<file path="config.mk">
export PLATFORM = sky130hd
export DESIGN_NAME = pattern_collector
export DESIGN_NICKNAME = d
export VERILOG_FILES = /design/src/rtl/pattern_collector.sv
export SDC_FILE = /design/constraint.sdc
export NUM_CORES = 1
export LEC_CHECK = 0
export CORE_ASPECT_RATIO = 0.7
export CORE_MARGIN = 8
export CORE_UTILIZATION = 45
export CTS_CLUSTER_SIZE = 20
export DETAILED_ROUTE_END_ITERATION = 12
export SLEW_MARGIN = 20
export SYNTH_ARGS = -nofsm -noshare
export SYNTH_HDL_FRONTEND = slang
export SYNTH_SLANG_ARGS = --single-unit
</file>
<file path="constraint.sdc">
create_clock -name clock -period 4.8 [get_ports clock]
set_clock_uncertainty 0.1 [all_clocks]
set_input_delay 0.96 -clock clock [delete_from_list [all_inputs] [get_ports clock]]
set_output_delay 0.96 -clock clock [all_outputs]
set_load 0.05 [all_outputs]
</file>
<file path="src/rtl/pattern_collector.sv">
// pattern_collector: gathers per-lane solver results, rebuilds pixel
// addresses from raster counters, buffers them in per-lane FIFOs and
// drains them through a round-robin arbitrated Avalon-style write master.
module pattern_collector #(
  parameter int unsigned NUM_SOLVERS = 1,
  parameter int unsigned NUM_COLUMNS = 640,
  parameter int unsigned NUM_ROWS    = 480,
  parameter int unsigned FIFO_DEPTH  = 4,
  parameter int unsigned ADDR_WIDTH  = 19,
  parameter int unsigned BASE_ADDR   = 0
) (
  input  logic                       clock,
  input  logic                       reset,
  input  logic                       start,
  input  logic [4*NUM_SOLVERS-1:0]   solver_out,
  input  logic [NUM_SOLVERS-1:0]     solver_ready,
  output logic [ADDR_WIDTH-1:0]      mem_address,
  output logic [7:0]                 mem_writedata,
  output logic                       mem_write,
  input  logic                       mem_waitrequest,
  output logic                       busy,
  output logic                       frame_done,
  output logic                       overflow
);

  localparam int unsigned CW = $clog2(NUM_COLUMNS + 1);
  localparam int unsigned RW = $clog2(NUM_ROWS + NUM_SOLVERS + 1);
  localparam int unsigned PW = $clog2(FIFO_DEPTH);
  localparam int unsigned LW = (NUM_SOLVERS > 1) ? $clog2(NUM_SOLVERS) : 1;
  localparam int unsigned EW = ADDR_WIDTH + 4;

  localparam logic [ADDR_WIDTH-1:0] BASE_A     = ADDR_WIDTH'(BASE_ADDR);
  localparam logic [ADDR_WIDTH-1:0] ROW_STEP   = ADDR_WIDTH'(NUM_SOLVERS * NUM_COLUMNS);
  localparam logic [CW-1:0]         LAST_COL   = CW'(NUM_COLUMNS - 1);
  localparam logic [CW-1:0]         COL_ONE    = CW'(1);
  localparam logic [RW-1:0]         ROW_STRIDE = RW'(NUM_SOLVERS);
  localparam logic [RW-1:0]         ROW_LIMIT  = RW'(NUM_ROWS);
  localparam logic [PW:0]           DEPTH_C    = (PW+1)'(FIFO_DEPTH);
  localparam logic [PW:0]           PTR_ONE    = (PW+1)'(1);
  localparam logic [LW-1:0]         LAST_LANE  = LW'(NUM_SOLVERS - 1);

  // Per-lane raster position and FIFO state
  logic [CW-1:0]         col_q   [NUM_SOLVERS];
  logic [CW-1:0]         col_d   [NUM_SOLVERS];
  logic [RW-1:0]         row_q   [NUM_SOLVERS];
  logic [RW-1:0]         row_d   [NUM_SOLVERS];
  logic [ADDR_WIDTH-1:0] rbase_q [NUM_SOLVERS];
  logic [ADDR_WIDTH-1:0] rbase_d [NUM_SOLVERS];
  logic [PW:0]           wp_q    [NUM_SOLVERS];
  logic [PW:0]           wp_d    [NUM_SOLVERS];
  logic [PW:0]           rp_q    [NUM_SOLVERS];
  logic [PW:0]           rp_d    [NUM_SOLVERS];
  logic [EW-1:0]         fifo_q  [NUM_SOLVERS][FIFO_DEPTH];
  logic [EW-1:0]         cap_entry [NUM_SOLVERS];
  logic [EW-1:0]         head      [NUM_SOLVERS];
  logic [NUM_SOLVERS-1:0] done_q, done_d;
  logic [NUM_SOLVERS-1:0] capture, empty, full, avail, pop, push, wr_en, drop;

  // Output register and global flags
  logic                  out_valid_q, out_valid_d;
  logic [ADDR_WIDTH-1:0] out_addr_q, out_addr_d;
  logic [3:0]            out_data_q, out_data_d;
  logic [LW-1:0]         last_q, last_d;
  logic                  busy_q, busy_d;
  logic                  fdone_q, fdone_d;
  logic                  ovf_q, ovf_d;

  logic                  load_en, found, accept;
  logic [LW-1:0]         gidx;
  logic [EW-1:0]         sel_entry;

  assign accept        = out_valid_q && !mem_waitrequest;
  assign mem_write     = out_valid_q;
  assign mem_address   = out_addr_q;
  assign mem_writedata = {out_data_q, out_data_q};
  assign busy          = busy_q;
  assign frame_done    = fdone_q;
  assign overflow      = ovf_q;

  // Lane capture qualification, FIFO status and head selection
  always_comb begin
    for (int unsigned i = 0; i < NUM_SOLVERS; i++) begin
      capture[i]   = busy_q && !start && solver_ready[i] && !done_q[i];
      cap_entry[i] = {rbase_q[i] + ADDR_WIDTH'(col_q[i]), solver_out[4*i +: 4]};
      empty[i]     = (wp_q[i] == rp_q[i]);
      full[i]      = ((wp_q[i] - rp_q[i]) == DEPTH_C);
      // An empty FIFO presents the incoming result directly so an idle
      // lane reaches the bus one cycle after capture.
      avail[i]     = !empty[i] || capture[i];
      head[i]      = empty[i] ? cap_entry[i] : fifo_q[i][rp_q[i][PW-1:0]];
    end
  end

  // Round-robin grant starting one past the last granted lane
  always_comb begin
    int unsigned target;
    found     = 1'b0;
    gidx      = '0;
    sel_entry = '0;
    target    = 0;
    pop       = '0;
    load_en   = !start && (!out_valid_q || !mem_waitrequest);
    for (int unsigned k = 1; k <= NUM_SOLVERS; k++) begin
      target = 32'(last_q) + k;
      if (target >= NUM_SOLVERS) target = target - NUM_SOLVERS;
      for (int unsigned i = 0; i < NUM_SOLVERS; i++) begin
        if (load_en && !found && avail[i] && (i == target)) begin
          found     = 1'b1;
          gidx      = LW'(i);
          sel_entry = head[i];
        end
      end
    end
    for (int unsigned i = 0; i < NUM_SOLVERS; i++) begin
      pop[i] = found && (gidx == LW'(i));
    end
  end

  // Lane next state: FIFO pointers and raster counters
  always_comb begin
    for (int unsigned i = 0; i < NUM_SOLVERS; i++) begin
      push[i]    = capture[i] && (!full[i] || pop[i]);
      drop[i]    = capture[i] && !push[i];
      // Push and pop into an empty FIFO is a pass-through; pointers stay put.
      wr_en[i]   = push[i] && !(empty[i] && pop[i]);
      wp_d[i]    = wp_q[i];
      rp_d[i]    = rp_q[i];
      col_d[i]   = col_q[i];
      row_d[i]   = row_q[i];
      rbase_d[i] = rbase_q[i];
      done_d[i]  = done_q[i];
      if (start) begin
        wp_d[i]    = '0;
        rp_d[i]    = '0;
        col_d[i]   = '0;
        row_d[i]   = RW'(i);
        rbase_d[i] = BASE_A + ADDR_WIDTH'(i * NUM_COLUMNS);
        done_d[i]  = (i >= NUM_ROWS);
      end else begin
        if (wr_en[i]) wp_d[i] = wp_q[i] + PTR_ONE;
        if (pop[i] && !empty[i]) rp_d[i] = rp_q[i] + PTR_ONE;
        // Counters move on every accepted pulse, dropped or not.
        if (capture[i]) begin
          if (col_q[i] == LAST_COL) begin
            col_d[i]   = '0;
            row_d[i]   = row_q[i] + ROW_STRIDE;
            rbase_d[i] = rbase_q[i] + ROW_STEP;
            if ((row_q[i] + ROW_STRIDE) >= ROW_LIMIT) done_d[i] = 1'b1;
          end else begin
            col_d[i] = col_q[i] + COL_ONE;
          end
        end
      end
    end
  end

  // Output register, arbitration pointer and frame flags
  always_comb begin
    out_valid_d = out_valid_q;
    out_addr_d  = out_addr_q;
    out_data_d  = out_data_q;
    last_d      = last_q;
    busy_d      = busy_q;
    fdone_d     = fdone_q;
    ovf_d       = ovf_q || (|drop);
    if (start) begin
      // A stalled write survives the restart; everything queued does not.
      out_valid_d = out_valid_q && mem_waitrequest;
      last_d      = LAST_LANE;
      busy_d      = 1'b1;
      fdone_d     = 1'b0;
      ovf_d       = 1'b0;
    end else begin
      if (found) begin
        out_valid_d = 1'b1;
        out_addr_d  = sel_entry[EW-1:4];
        out_data_d  = sel_entry[3:0];
        last_d      = gidx;
      end else if (accept) begin
        out_valid_d = 1'b0;
      end
      if (busy_q && (&done_q) && (&empty) && (!out_valid_q || accept)) begin
        fdone_d = 1'b1;
        busy_d  = 1'b0;
      end
    end
  end

  // State registers with asynchronous active-low reset
  always_ff @(posedge clock or negedge reset) begin
    if (!reset) begin
      for (int unsigned i = 0; i < NUM_SOLVERS; i++) begin
        col_q[i]   <= '0;
        row_q[i]   <= RW'(i);
        rbase_q[i] <= BASE_A + ADDR_WIDTH'(i * NUM_COLUMNS);
        wp_q[i]    <= '0;
        rp_q[i]    <= '0;
        done_q[i]  <= (i >= NUM_ROWS);
      end
      out_valid_q <= 1'b0;
      out_addr_q  <= '0;
      out_data_q  <= '0;
      last_q      <= LAST_LANE;
      busy_q      <= 1'b0;
      fdone_q     <= 1'b0;
      ovf_q       <= 1'b0;
    end else begin
      for (int unsigned i = 0; i < NUM_SOLVERS; i++) begin
        col_q[i]   <= col_d[i];
        row_q[i]   <= row_d[i];
        rbase_q[i] <= rbase_d[i];
        wp_q[i]    <= wp_d[i];
        rp_q[i]    <= rp_d[i];
        done_q[i]  <= done_d[i];
      end
      out_valid_q <= out_valid_d;
      out_addr_q  <= out_addr_d;
      out_data_q  <= out_data_d;
      last_q      <= last_d;
      busy_q      <= busy_d;
      fdone_q     <= fdone_d;
      ovf_q       <= ovf_d;
    end
  end

  // FIFO storage writes
  always_ff @(posedge clock) begin
    for (int unsigned i = 0; i < NUM_SOLVERS; i++) begin
      if (wr_en[i]) fifo_q[i][wp_q[i][PW-1:0]] <= cap_entry[i];
    end
  end

endmodule

</file>
; Yosys cells after proc, flatten, opt, wreduce, memory -nomap -nowiden
; Memories as Yosys holds them, arrays and structs flattened.
; Index checks and enable logic that the tools add are counted.
[word_totals]
out_inout_bits = 31
in_bits = 9
word_cells = 114
n_memories = 1
ff_bits = 73
ramBits = 92
[op_classes]
reduce_logical = 42
bitwise = 3
eq_ne = 3
muxes = 38
n_lt_le_gt_ge = 5
add_sub_neg = 9
[mem_list]
columns = name, depth, width, rd, rd_clocked_by_memory_dff, write_ports, line_no
row1 = fifo_q, 1, 92, 1, 0, 1, 53  ; logic [EW-1:0] fifo_q [NUM_SOLVERS][FIFO_DEPTH];
[op_table]
columns = cell, n
row1 = two-way mux 23 bit, 5
row2 = two-way mux 92 bit, 1
row3 = two-way mux 19 bit, 3
row4 = binary-select mux 23 bit (select 2 bit), 1
row5 = demux 23 bit (select 2 bit), 1
row6 = logical NOT 32 bit, 1
row7 = two-way mux 32 bit, 1
row8 = two-way mux 10 bit, 3
row9 = two-way mux 9 bit, 3
row10 = adder 19 x 10 -> 19 bit, 1
row11 = "adder 19 x 10 -> 19 bit, second input constant", 1
row12 = logical AND 1 bit, 17
row13 = two-way mux 1 bit, 16
row14 = nonzero test 2 bit, 7
row15 = two-way mux 3 bit, 4
row16 = "adder 10 x 1 -> 10 bit, second input constant", 1
row17 = "equality test 10 bit, second input constant", 1
row18 = "adder 9 x 1 -> 9 bit, second input constant", 1
row19 = ">= comparator 9 bit, second input constant", 1
row20 = logical NOT 1 bit, 8
row21 = "adder 3 x 1 -> 3 bit, second input constant", 2
row22 = ">= comparator 3 bit, second input constant", 2
row23 = NOT 2 -> 3 bit, 2
row24 = logical OR 1 bit, 5
row25 = 11 further kinds, 12

; Longest topological paths before layout
; Gate-level depths: netlist of the first run.
[depth]
word_depth = 14
depth_mapped = 10
ltp_nobuf = 7

; Worst setup path before layout of the first run
; Ideal clock, no wire load.
[synth_timing]
path_kind = register to register
from = register rp_q[1] (netlist bit)
to = memory fifo_q[0][0] (netlist bit) (enable)
arrival_time_ns = 2.515
path_stages_with_launch = 9
path_slack_ns = 1.802
t_required_ns = 4.317
period_less_slack_ns = 2.998
path_buffers = 2
setup_time_ns = 0.383
path_cell_list = dfrtp_1 clkbuf_1 clkbuf_1 inv_1 ha_1 nand2_1 nor2_1 a211oi_2 and2_1
[synth_via]
elab_chain_cells = 11
[synth_rtl]
columns = element, line_no
row1 = from (decl), 51  ; logic [PW:0] rp_q [NUM_SOLVERS];
row2 = "from (signal, indexed assignment)", 213  ; rp_q[i] <= rp_d[i];
row3 = branches (longest 8 deep; another with subtractor 3 bit), -
row4 = logical AND 1 bit *, 125  ; wr_en[i] = push[i] && !(empty[i] && pop[i]);
row5 = two-way mux 1 bit *, 229  ; if (wr_en[i]) fifo_q[i][wp_q[i][PW-1:0]] <= cap_entry[i];
row6 = two-way mux 92 bit (not written as such) *, 229
row7 = to (decl), 53
; Every way passes the cells marked *.

; Final worst setup path of the first run
[layout_timing]
from = input port start
to = register row_q[3] (netlist bit)
[layout_via]
elab_chain_cells = 6
[layout_rtl]
columns = element, line_no
row1 = from (decl), 14  ; input logic start,
row2 = logical NOT 1 bit, 83  ; capture[i] = busy_q && !start && solver_ready[i] && !done_q[i];
row3 = logical AND 1 bit (3 in a row), 83
row4 = nonzero test 2 bit (no line), -
row5 = AND reduction 2 bit (no line), -
row6 = "to (signal, indexed assignment)", 194  ; row_q[i] <= RW'(i);
row7 = "to (signal, indexed assignment)", 210  ; row_q[i] <= row_d[i];
row8 = to (decl), 45  ; logic [RW-1:0] row_q [NUM_SOLVERS];
; Parallel ways exist; a longest one is shown, timed or not.
; A chain may end at the register's enable or synchronous reset.

==> impl_metrics.toml, run 1 <==
[hold_path]
hp-class = "reg -> reg"

[placed_design]
place_area_um2 = 7380
gp_congestion = 0.801
place_hpwl_um = 8990
dp_slack_ns = 1.19
dp.cells = 679
portBuffers = 39

[sta]
clock.fmax_mhz = 321
tightest_slew_ns = 1.08
slew_headroom_pct = 28.2
fin_ws_ns = 1.68
finalMaxSlewViolations = 0
fin_crit_ns = 3.12
setup-tns-final_ns = 0
post-route-period-util_pct = 65.0
rsz0062_at_grt = "no"
whs_ns = 0.370
finalHoldViolCount = 0
setup_viol = 0

[power]
report.power.total_mw = 4.17
p_leak_nw = 3.14
combPwrFrac_pct = 27.4
p_int_mw = 2.85
powerDensity_nw_per_um2 = 521
p_seq_share_pct = 38.8
ir_drop_mv = 0.258
p_clk_share_pct = 33.8
switchingPower_mw = 1.32
swShare_pct = 31.6

[global_route]
grt_pass1_vias = 4016
grt_overflow = 0
grt_pass1_wl_um = 23100
grt_max_degree = 66
antenna_found_initial = 0
grt_usage_pct = 15.6

[route]
drc_errors = 0
ant_nets = 0
dr.pass1.iters = 6
viasPerCell = 5.63
avgRoutedWirePerCell_um = 20.3
routed_wl_um = 14400
vias = 4002
drt_iter0_drc = 410

[worst_setup_path]
cp-start-kind = "primary input"
critPathRequiredTime_ns = 5.01
crit_path_end_kind = "flop"
crit_buf_inv = 1
r2r_end = "mem_address[18]$_DFFE_PN0P_"
reg2regPathDepth = 8
slowest_stage = "nor4_1"
path_cells = "clkdlybuf4s50_1, nand4bb_4, nor4_1, nand4_1, xor2_1, nor2_1"
path_class = "in -> reg"
r2r_start = "rp_q[1]$_DFFE_PN0P_"
worst-path-stages = 6
ff2ff_setup_slack_ns = 1.89
crit_start = "start"
slowest_delay_ns = 0.75
crit_end = "row_q[3]$_DFFE_PN0P_"
crit_family = "simple AND/OR/NAND/NOR gates"
path_max_fanout = 13
cp_data_arrival_time_ns = 3.33

[floorplanning]
die_area_um2 = 19400
initial_core_util_pct = 46.1
rows = 37
die_h_um = 119
die_x_um = 163
ioPinCount = 40
coreArea_um2 = 14800

[clock_network]
clk_path_buf_depth = 2
cts_root_buf = "clkbuf_16"
clock-sinks = 157
clock_latency_ns = 0.43
path_clk_slew_ns = 0.06
cts_resized = 0
hold_buffers = 0
cts_setup_buffers = 0
cts_tree = "done"
htreeDepth = 4
numCtsBuffers = 17

[layout]
layout-drive-gt1-share_pct = 15.5
fillers = 1192
area_growth_pct = 17.5
antenna_cells = 0
final_util_pct = 54.2
fin_cells = 711
nNetsFinal = 526
final_area_um2 = 8000

[synthesis]
syn_area_um2 = 6810
postSynth.topFlopCell = "edfxtp_1"
yosys-top-cells-count = "edfxtp_1 (92), dfrtp_1 (65), nor2_1 (34)"
synth_edf_count = 92
seq_area_frac_synth_pct = 64.5
postSynthCellCount = 465
async_reset_ff_share_pct = 41.4
ys_ff_latch = 157
synth.largest_area_cell = "edfxtp_1"
synth.top_cell.area_share_pct = 40.6
synth.distinct_cells = 51
synth.most_common_cell = "edfxtp_1"
synth.area.top_cells = "edfxtp_1 (41%), dfrtp_1 (24%), mux4_2 (7.6%), xnor2_1 (2.7%), ha_1 (2.6%)"
syn_nets = 488
ys_warn_count = 0
syn_avg_cell_area_um2 = 14.6

[flow_run]
cap_viol_max_count = 0

[status]
run_status = "finished clean"
-- power by group through the flow --
stage	Sequential, mW	Combinational [mW]	Clock (mW)
final	1.62	1.14	1.41
after global routing	1.63	1.22	1.49
after CTS	1.62	1.16	1.43
after detailed placement	1.65	1.16	0
after global placement	1.64	1.15	0
after floorplan	1.91	0.540	0
-- layout make-up --
cell class | count | area (um^2) | area share (%)
clock inverter | 14 | 191 | 2.39
sequential | 157 | 4390 | 54.9
tap | 195 | 244 | 3.05
timing repair buffer | 49 | 460 | 5.76
inverter | 21 | 78.8 | 0.985
clock buffer | 18 | 429 | 5.36
multi-input combinational | 257 | 2210 | 27.6
-- layer usage --
| metal | share of wire, % | wire [um] | vias up | global-route usage, % |
|---|---|---|---|---|
| li1 | - | - | 1821 | - |
| met1 | 47 | 6800 | 2061 | 21.8 |
| met2 | 47 | 6740 | 103 | 23.1 |
| met3 | 5.1 | 740 | 17 | 4.96 |
| met4 | 1.1 | 157 | 0 | 4.17 |
| met5 | 0 | 0 | - | 0 |
-- flip-flops by register name (all words and copies together) (netlist names) --
| signal | count |
|---|---|
| mem_write | 1 |
| rp_q | 3 |
| rbase_q | 12 |
| busy | 1 |
| row_q | 9 |
| frame_done | 1 |
| out_data_q | 4 |
| overflow | 1 |
| wp_q | 3 |
| fifo_q | 92 |
| mem_address | 19 |
| done_q | 1 |
| col_q | 10 |
-- cell families after synthesis --
| group | synth area share [%] |
|---|---|
| and+or+nand+nor | 9.04 |
| DFF | 64.5 |
| muxes | 8.05 |
| buffers and inverters | 3.38 |
| xor gates and xnor gates | 4.76 |
| AOI/OAI and AO/OA | 7.74 |
| adders and majority gates | 2.57 |
-- worst register-to-register path: cells and delay by family, from the launching register on --
family,cells,cell delay (ns)
adders and majority gates,1,0.35
DFF,1,0.32
and+or+nand+nor,2,0.32
AOI/OAI and AO/OA,3,1.27
buffers and inverters,2,0.49
-- layout by cell type, fill, tap and decap left out, types with 4 or more instances in the layout --
master,n
inv_1,21
nor3_1,11
clkdlybuf4s50_1,38
dfrtp_1,65
a22o_1,10
o21ai_0,10
nand4_1,5
mux4_2,23
edfxtp_1,92
xnor2_1,21
a21oi_1,8
ha_1,14
nand2_1,26
nor2_1,34
and2_1,5
xor2_1,16
a222oi_1,13
clkbuf_16,17
nand3_1,7
a21o_1,11
buf_4,10
bufinv_16,4
-- worst min-delay path by stage --
stage / from / endpoint / slack, ns / cells after the start
floorplan: row_q[8]$_DFFE_PN0P_ / row_q[8]$_DFFE_PN0P_ / 0.37 / 2
global placement: mem_address[10]$_DFFE_PN0P_ / mem_address[10]$_DFFE_PN0P_ / 0.35 / 2
detailed placement: mem_address[10]$_DFFE_PN0P_ / mem_address[10]$_DFFE_PN0P_ / 0.36 / 2
CTS: mem_address[10]$_DFFE_PN0P_ / mem_address[10]$_DFFE_PN0P_ / 0.37 / 2
global route: mem_address[10]$_DFFE_PN0P_ / mem_address[10]$_DFFE_PN0P_ / 0.40 / 2
finish: mem_address[10]$_DFFE_PN0P_ / mem_address[10]$_DFFE_PN0P_ / 0.37 / 2
Power figures use the tool's default switching activity.
==> run 2, diff against run 1 <==
Settings changed: PLACE_DENSITY set to 0.65.
Clock period 4.8 ns to 2.6 ns, I/O delays scaled along.
==> run 2 against run 1 <==
Net effect:
- hold slack worse by 0.35 ns
- register-to-register slack got worse by 1.7 ns
- count of clock-buffer cells in the layout decreased by 1
- critical endpoint is now fifo_q[0][2]$_DFFE_PP_
- highest routed layer unchanged
==> impl_metrics.toml, run 2 (synthesis results as in run 1) <==
[global_route]
antenna_found_initial = 0
grt_pass1_wl_um = 23100
grt_max_degree = 66
grt_overflow = 0
grt_usage_pct = 15.2
grt_pass1_vias = 4216

[route]
viasPerCell = 5.48
drc_errors = 0
drt_iter0_drc = 254
routed_wl_um = 14100
dr.pass1.iters = 7
vias = 4014
avgRoutedWirePerCell_um = 19.2
ant_nets = 0

[clock_network]
clk_path_buf_depth = 2
clock-sinks = 157
cts_setup_buffers = 0
cts_root_buf = "clkbuf_16"
hold_buffers = 0
cts_tree = "done"
clock_latency_ns = 0.41
htreeDepth = 4
numCtsBuffers = 17
path_clk_slew_ns = 0.07
cts_resized = 0

[layout]
layout-drive-gt1-share_pct = 20.3
layout_commonest_cell = "edfxtp_1"
multi_input_area_um2 = 2220
area_growth_pct = 21.8
final_util_pct = 56.1
nNetsFinal = 548
mostFrequentLayoutCells = "edfxtp_1 (92), dfrtp_1 (65), clkdlybuf4s50_1 (38)"
largest_reg_flops = 92
seqCellArea_um2 = 4390
antenna_cells = 0
fillers = 1202

[worst_setup_path]
reg2regPathDepth = 7
ff2ff_setup_slack_ns = 0.20
cp_data_arrival_time_ns = 2.42
path_max_fanout = 5
r2r_end = "fifo_q[0][2]$_DFFE_PP_"
path_class = "reg -> reg"
critPathRequiredTime_ns = 2.63
r2r_start = "wp_q[0]$_DFFE_PN0P_"
cp-start-kind = "flop"
crit_path_end_kind = "flop"

[floorplanning]
ioPinCount = 40
die_area_um2 = 19400
initial_core_util_pct = 46.1
coreArea_um2 = 14800
die_h_um = 119
die_x_um = 163
rows = 37

[hold_path]
hp-class = "in -> async"

[sta]
clock.fmax_mhz = 417
finalMaxSlewViolations = 0
fin_crit_ns = 2.40
rsz0062_at_grt = "no"
tightest_slew_ns = 0.618
setup_viol = 0
slew_headroom_pct = 58.8
post-route-period-util_pct = 92.2
finalHoldViolCount = 0
whs_ns = 0.0241

[power]
p_leak_nw = 3.28
report.power.total_mw = 7.78
ir_drop_mv = 0.555
powerDensity_nw_per_um2 = 939

[placed_design]
place_hpwl_um = 9090
portBuffers = 39
gp_congestion = 0.812

[flow_run]
cap_viol_max_count = 0

[status]
run_status = "finished clean"
[run 2: layer usage]
layer / wire, um / up-vias / track usage [%]
met5: 0 / - / 0
met4: 62 / 0 / 3.71
met3: 739 / 6 / 3.92
met2: 6820 / 99 / 24.3
met1: 6480 / 2047 / 20.6
li1: - / 1862 / -
[run 2: worst max-delay path, stage by stage, from the launching register on]
cell and delay [ns]:
dfrtp_1 0.41, inv_1 0.10, ha_1 0.36, nand2_1 0.16, nor2_1 0.09, a211oi_2 0.44, and2_4 0.29, buf_4 0.16
[run 2: how the worst max path moves through the flow]
| stage | from | to | slack [ns] | depth (start not counted) |
|---|---|---|---|---|
| 2_1_floorplan | rp_q[1]$_DFFE_PN0P_ | fifo_q[0][0]$_DFFE_PP_ | 0.08 | 8 |
| 3_3_place_gp | start | done_q$_DFFE_PN0P_ | 0.04 | 5 |
| 3_5_place_dp | start | done_q$_DFFE_PN0P_ | -0.04 | 5 |
| 4_1_cts | wp_q[0]$_DFFE_PN0P_ | fifo_q[0][12]$_DFFE_PP_ | 0.20 | 7 |
| 5_1_grt | wp_q[0]$_DFFE_PN0P_ | fifo_q[0][12]$_DFFE_PP_ | 0.08 | 7 |
| 6_report | wp_q[0]$_DFFE_PN0P_ | fifo_q[0][2]$_DFFE_PP_ | 0.20 | 7 |
[run 2: power breakdown]
part	internal [mW]	switching, mW	leakage [nW]
clock network	1.53	1.02	0.292
logic	0.901	1.35	1.23
registers	2.86	0.125	1.75
total	5.29	2.49	3.28
[run 2: layout make-up]
| type | instances | share of cell area, % |
|---|---|---|
| tap | 195 | 2.94 |
| sequential | 157 | 52.9 |
| clock buffer | 17 | 5.13 |
| multi-input combinational | 257 | 26.7 |
| timing repair buffer | 71 | 9.05 |
| inverter | 21 | 0.951 |
| clock inverter | 15 | 2.25 |
[run 2: through the flow]
| stage | worst slack, ns | cell area [um^2] | setup TNS, ns | instances |
|---|---|---|---|---|
| 6_report | 0.203 | 8290 | 0 | 733 |
| 5_1_grt | 0.0828 | 8290 | 0 | 733 |
| 4_1_cts | 0.200 | 8290 | 0 | 733 |
| 3_5_place_dp | -0.0371 | 7680 | -0.0768 | 701 |
| 3_3_place_gp | 0.0381 | 7680 | 0 | 701 |
| 2_1_floorplan | 0.0758 | 6820 | 0 | 465 |
